### src/rtl/bram_arbiter_pkg.sv
`default_nettype none
// ============================================================================
// Module   : pkg_bram_arb
// Purpose  : Shared types and helpers for the single-port BRAM arbiter.
//            Holds the FSM state encoding, the id-width helper and a packed
//            command record sized for the default configuration.
// Ports    : none (package)
// Revision : 1.0 - initial release
// ============================================================================
package pkg_bram_arb;

    localparam int C_DATA_W  = 32;
    localparam int C_ADDR_W  = 8;
    localparam int C_NUM_REQ = 4;

    // Requester id width; a 2-requester arbiter still needs one id bit.
    function automatic int f_id_w(input int n);
        return (n <= 2) ? 1 : $clog2(n);
    endfunction

    localparam int C_ID_W = f_id_w(C_NUM_REQ);

    typedef enum logic {
        IDLE   = 1'b0,
        ACCESS = 1'b1
    } arb_state_t;

    typedef struct packed {
        logic                we;
        logic [C_ADDR_W-1:0] addr;
        logic [C_DATA_W-1:0] wdata;
        logic [C_ID_W-1:0]   id;
    } bram_cmd_t;

endpackage
`default_nettype wire

### src/rtl/bram_arbiter_rr_pick.sv
`default_nettype none
// ============================================================================
// Module   : rr_pick
// Purpose  : Combinational round-robin priority picker. Finds the first set
//            request searching upward from ptr_i, wrapping modulo P_NUM_REQ.
// Ports    : req_i  - request vector
//            ptr_i  - highest-priority index this cycle
//            gnt_o  - one-hot grant (zero when no request)
//            idx_o  - binary index of the granted requester
//            any_o  - at least one request present
// Revision : 1.0 - initial release
// ============================================================================
module rr_pick
    import pkg_bram_arb::*;
#(
    parameter int P_NUM_REQ = 4,
    parameter int P_ID_W    = f_id_w(P_NUM_REQ)
) (
    input  logic [P_NUM_REQ-1:0] req_i,
    input  logic [P_ID_W-1:0]    ptr_i,
    output logic [P_NUM_REQ-1:0] gnt_o,
    output logic [P_ID_W-1:0]    idx_o,
    output logic                 any_o
);

    logic [2*P_NUM_REQ-1:0] w_dbl;
    logic [P_NUM_REQ-1:0]   w_rot;
    logic [P_ID_W-1:0]      w_off;
    logic                   w_found;
    logic [P_ID_W:0]        w_sum;

    // Rotating a doubled copy right by the pointer puts the highest-priority
    // requester at bit 0, so a plain lowest-bit-first scan does the RR search.
    assign w_dbl = {req_i, req_i};
    assign w_rot = P_NUM_REQ'(w_dbl >> ptr_i);

    always_comb begin
        w_found = 1'b0;
        w_off   = '0;
        for (int i = 0; i < P_NUM_REQ; i++) begin
            if (!w_found && w_rot[i]) begin
                w_found = 1'b1;
                w_off   = P_ID_W'(i);
            end
        end
    end

    // Undo the rotation: index = (ptr + offset) mod P_NUM_REQ.
    always_comb begin
        w_sum = {1'b0, ptr_i} + {1'b0, w_off};
        if (w_sum >= (P_ID_W+1)'(P_NUM_REQ)) begin
            w_sum = w_sum - (P_ID_W+1)'(P_NUM_REQ);
        end
    end

    assign idx_o = P_ID_W'(w_sum);
    assign any_o = w_found;

    always_comb begin
        gnt_o = '0;
        for (int k = 0; k < P_NUM_REQ; k++) begin
            gnt_o[k] = w_found && (idx_o == P_ID_W'(k));
        end
    end

endmodule
`default_nettype wire

### src/rtl/bram_arbiter.sv
`default_nettype none
// ============================================================================
// Module   : bram_arbiter
// Purpose  : Round-robin arbiter sharing one single-port BRAM between
//            P_NUM_REQ valid/ready requesters. The winning command is staged
//            for one ACCESS cycle; every command gets a one-cycle rsp pulse.
// Ports    : clk, rst              - clock, async active-high reset
//            en                    - allow new grants
//            req_valid/ready/we    - per-requester handshake and direction
//            req_addr/req_wdata    - packed per-requester address / data
//            rsp_valid/rsp_rdata   - completion pulse and shared read data
//            busy                  - access in flight
//            bram_cs/we/oe/addr/data_i, bram_data_o - BRAM interface
// Revision : 1.0 - initial release
// ============================================================================
module bram_arbiter
    import pkg_bram_arb::*;
#(
    parameter int P_DATA_WIDTH = 32,
    parameter int P_ADDR_WIDTH = 8,
    parameter int P_NUM_REQ    = 4
) (
    input  logic                              clk,
    input  logic                              rst,
    input  logic                              en,
    input  logic [P_NUM_REQ-1:0]              req_valid,
    output logic [P_NUM_REQ-1:0]              req_ready,
    input  logic [P_NUM_REQ-1:0]              req_we,
    input  logic [P_NUM_REQ*P_ADDR_WIDTH-1:0] req_addr,
    input  logic [P_NUM_REQ*P_DATA_WIDTH-1:0] req_wdata,
    output logic [P_NUM_REQ-1:0]              rsp_valid,
    output logic [P_DATA_WIDTH-1:0]           rsp_rdata,
    output logic                              busy,
    output logic                              bram_cs,
    output logic                              bram_we,
    output logic                              bram_oe,
    output logic [P_ADDR_WIDTH-1:0]           bram_addr,
    output logic [P_DATA_WIDTH-1:0]           bram_data_i,
    input  logic [P_DATA_WIDTH-1:0]           bram_data_o
);

    localparam int C_IDW = f_id_w(P_NUM_REQ);

    arb_state_t             state_q, state_d;
    logic [C_IDW-1:0]       ptr_q, ptr_d;
    logic                   we_q, we_d;
    logic [P_ADDR_WIDTH-1:0] addr_q, addr_d;
    logic [P_DATA_WIDTH-1:0] wdata_q, wdata_d;
    logic [C_IDW-1:0]       id_q, id_d;
    logic [P_NUM_REQ-1:0]   rsp_valid_q, rsp_valid_d;
    logic [P_DATA_WIDTH-1:0] rsp_rdata_q, rsp_rdata_d;

    logic [P_NUM_REQ-1:0]   w_gnt;
    logic [C_IDW-1:0]       w_idx;
    logic                   w_any;
    logic                   w_grant;

    rr_pick #(
        .P_NUM_REQ (P_NUM_REQ),
        .P_ID_W    (C_IDW)
    ) u_pick (
        .req_i (req_valid),
        .ptr_i (ptr_q),
        .gnt_o (w_gnt),
        .idx_o (w_idx),
        .any_o (w_any)
    );

    // Granting is independent of state so a new command can be accepted in
    // the same cycle an access is in progress (one access per cycle).
    assign w_grant   = en && w_any;
    assign req_ready = w_grant ? w_gnt : '0;

    always_comb begin
        state_d     = IDLE;
        ptr_d       = ptr_q;
        we_d        = we_q;
        addr_d      = addr_q;
        wdata_d     = wdata_q;
        id_d        = id_q;
        rsp_valid_d = '0;
        rsp_rdata_d = rsp_rdata_q;

        if (w_grant) begin
            state_d = ACCESS;
            ptr_d   = (w_idx == C_IDW'(P_NUM_REQ-1)) ? '0 : w_idx + 1'b1;
            id_d    = w_idx;
            for (int i = 0; i < P_NUM_REQ; i++) begin
                if (w_idx == C_IDW'(i)) begin
                    we_d    = req_we[i];
                    addr_d  = req_addr[i*P_ADDR_WIDTH +: P_ADDR_WIDTH];
                    wdata_d = req_wdata[i*P_DATA_WIDTH +: P_DATA_WIDTH];
                end
            end
        end

        // Completion of the access that is ending on this edge. Read data is
        // only sampled here, so a floating bus outside a read is never seen.
        if (state_q == ACCESS) begin
            for (int i = 0; i < P_NUM_REQ; i++) begin
                rsp_valid_d[i] = (id_q == C_IDW'(i));
            end
            rsp_rdata_d = we_q ? '0 : bram_data_o;
        end
    end

    always_comb begin
        bram_cs     = 1'b0;
        bram_we     = 1'b0;
        bram_oe     = 1'b0;
        bram_addr   = '0;
        bram_data_i = '0;
        if (state_q == ACCESS) begin
            bram_cs     = 1'b1;
            bram_we     = we_q;
            bram_oe     = !we_q;
            bram_addr   = addr_q;
            bram_data_i = we_q ? wdata_q : '0;
        end
    end

    always_ff @(posedge clk or posedge rst) begin
        if (rst) begin
            state_q     <= IDLE;
            ptr_q       <= '0;
            we_q        <= 1'b0;
            addr_q      <= '0;
            wdata_q     <= '0;
            id_q        <= '0;
            rsp_valid_q <= '0;
            rsp_rdata_q <= '0;
        end else begin
            state_q     <= state_d;
            ptr_q       <= ptr_d;
            we_q        <= we_d;
            addr_q      <= addr_d;
            wdata_q     <= wdata_d;
            id_q        <= id_d;
            rsp_valid_q <= rsp_valid_d;
            rsp_rdata_q <= rsp_rdata_d;
        end
    end

    assign rsp_valid = rsp_valid_q;
    assign rsp_rdata = rsp_rdata_q;
    assign busy      = (state_q == ACCESS);

    a_ready_onehot0: assert property (@(posedge clk) disable iff (rst) $onehot0(req_ready));

endmodule
`default_nettype wire

### config.mk
export PLATFORM = sky130hd
export DESIGN_NAME = bram_arbiter
export DESIGN_NICKNAME = d
export VERILOG_FILES = /design/src/rtl/bram_arbiter_pkg.sv /design/src/rtl/bram_arbiter_rr_pick.sv /design/src/rtl/bram_arbiter.sv
export SDC_FILE = /design/constraint.sdc
export NUM_CORES = 1
export LEC_CHECK = 0
export ABC_AREA = 1
export CAP_MARGIN = 20
export CORE_AREA = 2 2 125 127
export CTS_CLUSTER_SIZE = 8
export DETAILED_ROUTE_END_ITERATION = 12
export DIE_AREA = 0 0 127 129
export GPL_TIMING_DRIVEN = 0
export PLACE_DENSITY = 0.73
export SLEW_MARGIN = 20
export SYNTH_ARGS = -nofsm -noshare
export SYNTH_HDL_FRONTEND = slang
export SYNTH_SLANG_ARGS = --single-unit
### constraint.sdc
create_clock -name clk -period 4.3 [get_ports clk]
set_clock_uncertainty 0.05 [all_clocks]
set_input_delay 0.86 -clock clk [delete_from_list [all_inputs] [get_ports clk]]
set_output_delay 0.86 -clock clk [all_outputs]
set_load 0.03 [all_outputs]
-- Yosys cells after proc, flatten, opt, wreduce, memory -nomap -nowiden
Cells that the tools add are included.
- mux-type cells: 31
- $add $sub $neg: 3
- equal/unequal tests: 6
- reductions and logical operators: 16
- shift-type cells: 1
- $lt $le $gt $ge: 1
- operator list (operator ; number):
    $mux W32 ; 7
    $mux W8 ; 5
    $mux W1 ; 13
    $eq A2 B2 Y1 const B ; 4
    $logic_and A1 B1 Y1 ; 8
    $mux W2 ; 4
    $mux W4 ; 2
    $shr A8 B2 Y4 ; 1
    $eq A2 B1 Y1 const B ; 2
    $logic_not A1 Y1 ; 4
    $logic_not A2 Y1 ; 2
    $reduce_bool A4 Y1 ; 1
    $add A2 B2 Y3 ; 1
    $ge A3 B3 Y1 const B ; 1
    $add A2 B1 Y2 const B ; 1
    $reduce_and A2 Y1 ; 1
    $sub A2 B1 Y2 const B ; 1
- output and inout port bits: 84
- bits of input ports: 203
- register bits: 82

-- Depth between registers and ports, before layout
- depth after elaboration: 19
- gate-level depth with buffers: 23

-- Cells and area by module
A second synthesis with hierarchy kept.
- cell total of the unflattened synthesis: 965
- area, all modules: 5675.4 um^2
- by module, submodules not included (module ; seq. area each (um^2) ; times used ; cells an instance ; area each (um^2)):
    bram_arbiter ; 2052.0 ; 1 ; 922 ; 5462.7
    rr_pick ; 0.0 ; 1 ; 43 ; 212.7

-- Worst setup path after synthesis
Ideal clock, no wire load.
- path kind: input to output
- start: input req_valid[1]
- end: output req_ready[1]
- path buffers: 3
- slack: -0.112 ns
- required time: 3.390 ns
- arrival time: 3.502 ns
- cell stages on the path: 17
- cell sequence: nand2_1 > nand3_1 > nand2_1 > nand3_1 > a21boi_0 > ha_1 > xor2_1 > inv_1 > nand3_4 > nand2_4 > buf_2 > inv_1 > ha_1 > clkbuf_1 > clkinv_1 > clkbuf_1 > nor2_1
- longest elaborated chain between the ends: 17
- elaborated cells on any way between the ends: 22
- classes of those cells: 2 x add/sub; 1 x order compare; 1 x eq/ne; 1 x shift; 9 x mux; 8 x reduce/logical
- RTL lines (item ; line ; text):
    start, declared ; bram_arbiter.sv:26 ; input logic [P_NUM_REQ-1:0] req_valid,
    $shr A8 B2 Y4 (*) ; bram_arbiter_rr_pick.sv:35 ; assign w_rot = P_NUM_REQ'(w_dbl >> ptr_i);
    $mux W1 ; bram_arbiter_rr_pick.sv:41 ; if (!w_found && w_rot[i]) begin
    $logic_not A1 Y1 ; bram_arbiter_rr_pick.sv:41 ;
    $logic_and A1 B1 Y1 ; bram_arbiter_rr_pick.sv:41 ;
    $mux W1 ; bram_arbiter_rr_pick.sv:41 ;
    $logic_not A1 Y1 ; bram_arbiter_rr_pick.sv:41 ;
    $logic_and A1 B1 Y1 ; bram_arbiter_rr_pick.sv:41 ;
    $mux W1 ; bram_arbiter_rr_pick.sv:41 ;
    (+2 left out) ; -- ;
    $mux W2 (*) ; bram_arbiter_rr_pick.sv:41 ;
    $add A2 B2 Y3 (*) ; bram_arbiter_rr_pick.sv:50 ; w_sum = {1'b0, ptr_i} + {1'b0, w_off};
    $ge A3 B3 Y1 or $sub A2 B1 Y2 (tied branches) ; bram_arbiter_rr_pick.sv:51, bram_arbiter_rr_pick.sv:52 ;
    $mux W2 (*) ; bram_arbiter_rr_pick.sv:51 ; if (w_sum >= (P_ID_W+1)'(P_NUM_REQ)) begin
    net u_pick.idx_o[1] ; bram_arbiter_rr_pick.sv:22 ; output logic [P_ID_W-1:0] idx_o,
    $eq A2 B1 Y1 (*) ; bram_arbiter_rr_pick.sv:62 ; gnt_o[k] = w_found && (idx_o == P_ID_W'(k));
    $logic_and A1 B1 Y1 (*) ; bram_arbiter_rr_pick.sv:62 ;
    $mux W4 (*) ; bram_arbiter.sv:72 ; assign req_ready = w_grant ? w_gnt : '0;
    end, declared ; bram_arbiter.sv:27 ; output logic [P_NUM_REQ-1:0] req_ready,
Mark *: on every way through the listed nets, which the timed path passes. The rest lies on a longest branch.

-- Worst setup path in the final report
- start: input req_valid[1]
- end: output req_ready[2]
- longest elaborated chain between the ends: 17
- elaborated cells on any way between the ends: 22
- classes of those cells: 2 x add/sub; 1 x order compare; 1 x eq/ne; 1 x shift; 9 x mux; 8 x reduce/logical
- RTL lines (item ; line):
    $shr A8 B2 Y4 (*) ; bram_arbiter_rr_pick.sv:35
    $mux W1 ; bram_arbiter_rr_pick.sv:41
    $logic_not A1 Y1 ; bram_arbiter_rr_pick.sv:41
    $logic_and A1 B1 Y1 ; bram_arbiter_rr_pick.sv:41
    $mux W1 ; bram_arbiter_rr_pick.sv:41
    $logic_not A1 Y1 ; bram_arbiter_rr_pick.sv:41
    $logic_and A1 B1 Y1 ; bram_arbiter_rr_pick.sv:41
    $mux W1 ; bram_arbiter_rr_pick.sv:41
    (+2 left out) ; --
    $mux W2 (*) ; bram_arbiter_rr_pick.sv:41
    $add A2 B2 Y3 (*) ; bram_arbiter_rr_pick.sv:50
    $ge A3 B3 Y1 or $sub A2 B1 Y2 (tied branches) ; bram_arbiter_rr_pick.sv:51, bram_arbiter_rr_pick.sv:52
    $mux W2 (*) ; bram_arbiter_rr_pick.sv:51
    net u_pick.idx_o[1] ; bram_arbiter_rr_pick.sv:22
    $eq A2 B2 Y1 (*) ; bram_arbiter_rr_pick.sv:62
    $logic_and A1 B1 Y1 (*) ; bram_arbiter_rr_pick.sv:62
    $mux W4 (*) ; bram_arbiter.sv:72
Marked as above.

==> out/qor.txt <==
Worst-Margin Slew - 0.685 ns
Reg clk slew, reported paths - 0.07 ns
Required time of the critical path - 3.39 ns
Max Cap Violations - 0
Critical-path top delay cell - clkdlybuf4s50_1
Routed len/inst - 16.0 um
Row Count - 45
Max FO, Critical Path - 10
Worst reg-to-reg setup slack - 0.57 ns
ANT cells - 0
TritonCTS Buffers - 9
Via count - 6,041
Initial antenna violation count - 0
Min-delay worst type - register to register
Routed WL - 19,600 um
Deepest clock path buffer count - 2
DR pass1 iterations - 5
CP Class - input port to primary output
Most frequent cell after synthesis - nand2_1
I/O Pins - 287
Worst hold stages - 1
Placed cells - 1,209
Largest net degree at the start of global routing - 45
Clock tree sinks - 82
Total negative slack - 0 ns
Fmax - 239 MHz
Ys Warns - 0
Buf/Inv on CP - 6
Final period util - 97.5%
# H-tree levels - 3
Crit-path cells - clkdlybuf4s50_1 -> nand2_2 -> nand3_1 -> nand2_2 -> nand3_1 -> a21boi_2 -> ha_4 -> xor2_4 -> nand2_4 -> nand2_8 -> buf_8 -> ha_4 -> inv_1 -> clkbuf_8 -> buf_8 -> nor2_2 -> buf_6
Worst slew margin - 54.4%
Remaining DRCs - 0
Element type at the critical path end - primary output
Synth area leader - dfrtp_1
Setup violators final - 0
TritonCTS clock tree - built
Post-Syn Instances - 734
Fin. Hold Viols - 0
Startpoint Class - input port
Worst path max stage delay - 0.44 ns
DIE AREA - 16,400 sq um
Root Driver - clkbuf_16
Final Non-Filler Cells - 1,227
Total core area - 15,000 sq um
Post-synth EDFFs - 0
Chip Width - 127 um
Routed vias/inst - 4.92
Crit path DAT - 3.28 ns
Synthesized area per cell - 7.04 sq um
Launch point of the worst reg-to-reg path - ptr_q[0]$_DFFE_PP0P_
Gpl congestion - 0.880
Hold EP - rsp_valid[1]$_DFF_PP0_
Hold path startpoint - id_q[1]$_DFFE_PP0P_
Cell variety after synth - 30
Register area share after synthesis - 39.7%
#FFs+latches synth - 82
Routed Antenna Nets - 0
Buffers added on ports - 286
Status - complete, no violations
Slew Viols, Final - 0
First DRT Iteration DRCs - 320
Clk_lat worst skew - 0.34 ns
Syn_nets - 940
Overflow after GRT - 0
Number of global-route vias before repair - 5,733
HPWL after DPL - 15,500 um
Share of cells above drive strength 1 - 9.05%
Final net count - 1,240
P&R area growth vs syn - 70.2%
Tmin final - 4.19 ns
Top cell types by occurrence after synthesis - nand2_1, dfrtp_1, nor2_1
Synth top area cells - dfrtp_1, nand2_1, nor2_1
Delay-heaviest family, CP - buffers and inverters
Top-area cell type share of the netlist area - 39.7%
Die H - 129 um
Prevailing post-synth register cell - dfrtp_1
Worst R2R End - wdata_q[29]$_DFFE_PP0P_
Total GRT Usage - 23.4%
Global-route wire length before repair - 30,000 um
Min Hold Slack - 0.425 ns
Netlist Area Pre-Place - 5170 sq um
FF-to-FF path depth - 23
Async SR Flop Fraction - 100%
Fill cells - 1,444
Initial Util - 34.5%
-- logic make-up (layout without fill, tap and decap cells) --
kind of cell / count (synthesis) / count (layout) / synth area share [%]
AO/OA/AOI/OAI: 80 / 80 / 11.5
XOR/XNOR: 1 / 1 / 0.169
adder cells (fa/ha/maj): 3 / 3 / 0.726
buffers and inverters: 115 / 420 / 9.73
flip-flops: 82 / 82 / 39.7
AND/OR/NAND/NOR: 453 / 453 / 38.2
-- routing by layer --
metal	GRT usage (%)	up-vias	routed length [um]	share of wire [%]
met2	40.5	236	9530	48
met4	6.98	0	314	1.6
met5	0	-	0	0
met3	4.57	23	1320	6.7
li1	-	3008	-	-
met1	29.7	2774	8480	43
-- placed cells by master, fill, tap and decap left out, types with 4 or more instances in the layout --
cell type        instances
nor2_4                   4
clkdlybuf4s50_1        280
buf_4                    9
nand2_4                  4
inv_2                    6
nor2_1                  74
inv_1                   47
inv_6                    4
clkbuf_1                25
a31oi_1                 41
nand4_1                 41
buf_2                   15
clkbuf_16                9
nand3_1                 47
dfrtp_1                 82
nand2_1                262
nor3_1                   4
a22o_1                  32
buf_6                    6
nand2_2                  9
-- metrics by stage --
step	setup slack, ns	util, %	instance area (sq um)
2_1_floorplan	0.00676	-	5170
3_3_place_gp	-1.64	55.2	8270
3_5_place_dp	-1.68	55.4	8300
4_1_cts	-0.0180	58.3	8730
5_1_grt	-0.00881	58.7	8800
6_report	0.110	58.7	8800
-- registers in the layout, indices dropped and copies added, names as in the netlist --
signal	count
addr_q	8
busy	1
id_q	2
ptr_q	2
rsp_rdata	32
rsp_valid	4
wdata_q	32
we_q	1
-- cell type report --
type	instances	area, sq um	share of cell area, %
clock inverter	7	81.3	0.924
buffer	57	327	3.71
timing repair buffer	291	2930	33.3
tap	188	235	2.67
sequential	82	2050	23.3
multi-input combinational	537	2730	31.0
inverter	56	219	2.49
clock buffer	9	225	2.56
-- worst max path at each step --
stage	from	slack, ns	to	cells past startpoint
2_1_floorplan	req_valid[1]	0.007	req_ready[1]	17
3_3_place_gp	req_valid[1]	-1.64	req_ready[1]	19
3_5_place_dp	req_valid[1]	-1.68	req_ready[1]	19
4_1_cts	req_valid[3]	-0.02	req_ready[3]	13
5_1_grt	req_valid[0]	-0.009	req_ready[1]	18
6_report	req_valid[1]	0.11	req_ready[2]	17
-- repair_timing --
action                                  4_1_cts  5_1_grt
hold buffers                                  0        0
endpoints found under the setup margin       43        7
gates resized for setup                      43       22
setup buffers                                 4        0
pin swaps                                     4        4
Power is not shown: default switching activity piles up to over one toggle a cycle in this logic, so the estimate is an artifact.
==> variant, RTL diff (config.mk and constraints unchanged) <==
`wdata_q` no longer has a reset.
--- a/src/rtl/bram_arbiter.sv
+++ b/src/rtl/bram_arbiter.sv
@@ -125,7 +125,6 @@
             ptr_q       <= '0;
             we_q        <= 1'b0;
             addr_q      <= '0;
-            wdata_q     <= '0;
             id_q        <= '0;
             rsp_valid_q <= '0;
             rsp_rdata_q <= '0;
@@ -134,11 +133,14 @@
             ptr_q       <= ptr_d;
             we_q        <= we_d;
             addr_q      <= addr_d;
-            wdata_q     <= wdata_d;
             id_q        <= id_d;
             rsp_valid_q <= rsp_valid_d;
             rsp_rdata_q <= rsp_rdata_d;
         end
+    end
+
+    always_ff @(posedge clk) begin
+        wdata_q <= wdata_d;
     end
 
     assign rsp_valid = rsp_valid_q;
Behaviour: no difference found for any inputs over 10 cycles, from zero or initial values and one cycle with rst high; that may be too few to reach the edited logic, so the function may still have changed.
==> variant against the original RTL <==
- routed wire length down 7.4%
- register-to-register slack improved by 0.22 ns
- sequential cell count unchanged
- sequential share of layout area rose by 3.7 points
- core utilization decreased by 4.2 points
- die area is the same
- design area shrank 7.1%
- first-iteration DRC count down 38%
- setup slack better by 0.045 ns
- count of clock-buffer cells in the layout up 3
- critical path type unchanged
- cell count down 12%
- largest cell class unchanged
- area after synthesis down 9.3%
==> variant: results <==
[status]
run_status = "completed"

[sta]
tightest_slew_ns = 0.613
fmax_ghz = 0.241

[global_route]
grt_usage_pct = 21.9
gr-usage-met2_pct = 39.2
grt_start_max_net_pins = 42
grt_pass1_wl_um = 27500
antenna_found_initial = 1
grt_use_met1_pct = 25.2

[routing]
wl_met3_um = 1440
viasPerCell = 4.77
drt-met1-wl_um = 7200
wl_met2_um = 9120
vias = 5166
finalWirelength_um = 18200

[finish]
fin_area_um2 = 8170
drive_gt1_share_pct = 11.0
nets = 1094
nFillCells = 1429

[worst_setup_path]
crit_path_max_fanout = 15
r2r_cells = 22
critPathMaxStageDelay_ns = 0.42
r2r-end = "addr_q[0]$_DFFE_PP0P_"
endpoint = "req_ready[1]"

[placed_design]
place_area_um2 = 7810
routabilityCongestion = 0.843

[synthesis]
synth_area_leaders = "dfrtp_1, edfxtp_1, nand2_1, nor2_1, a22o_1"
synth_cells = 589
async_flop_share_pct = 61.0
postSynthNetCount = 795
ys_seq_area_share_pct = 47.2
-- variant: changes by cell type after synthesis, moves of 6 or more --
cell / delta
edfxtp_1: +32
nand3_1: -23
nor2_1: +35
buf_2: -9
nand4_1: -41
clkbuf_1: -6
nand2_1: -125
a21oi_1: +32
a31oi_1: -32
a31o_2: +32
dfrtp_1: -32
-- variant: cell families (layout without fill, tap and decap cells) --
kind of cell | count (synthesis) | in the layout | share of synthesized area, %
fa+ha+maj | 3 | 3 | 0.801
compound gates | 111 | 111 | 17.5
buf+inv | 97 | 401 | 9.02
xor+xnor | 1 | 1 | 0.187
simple gates | 295 | 295 | 25.3
flops | 82 | 82 | 47.2
other cells | 0 | 1 | 0
-- variant: cell type report --
type	count	area share, %
Timing Repair Buffer	291	35.5
Clock buffer	12	3.14
Buffer	38	2.69
Tap cell	188	2.88
Inverter	56	2.77
Antenna cell	1	0.0306
Multi-Input combinational cell	410	25.6
Sequential cell	82	27.1
Clock inverter	4	0.306
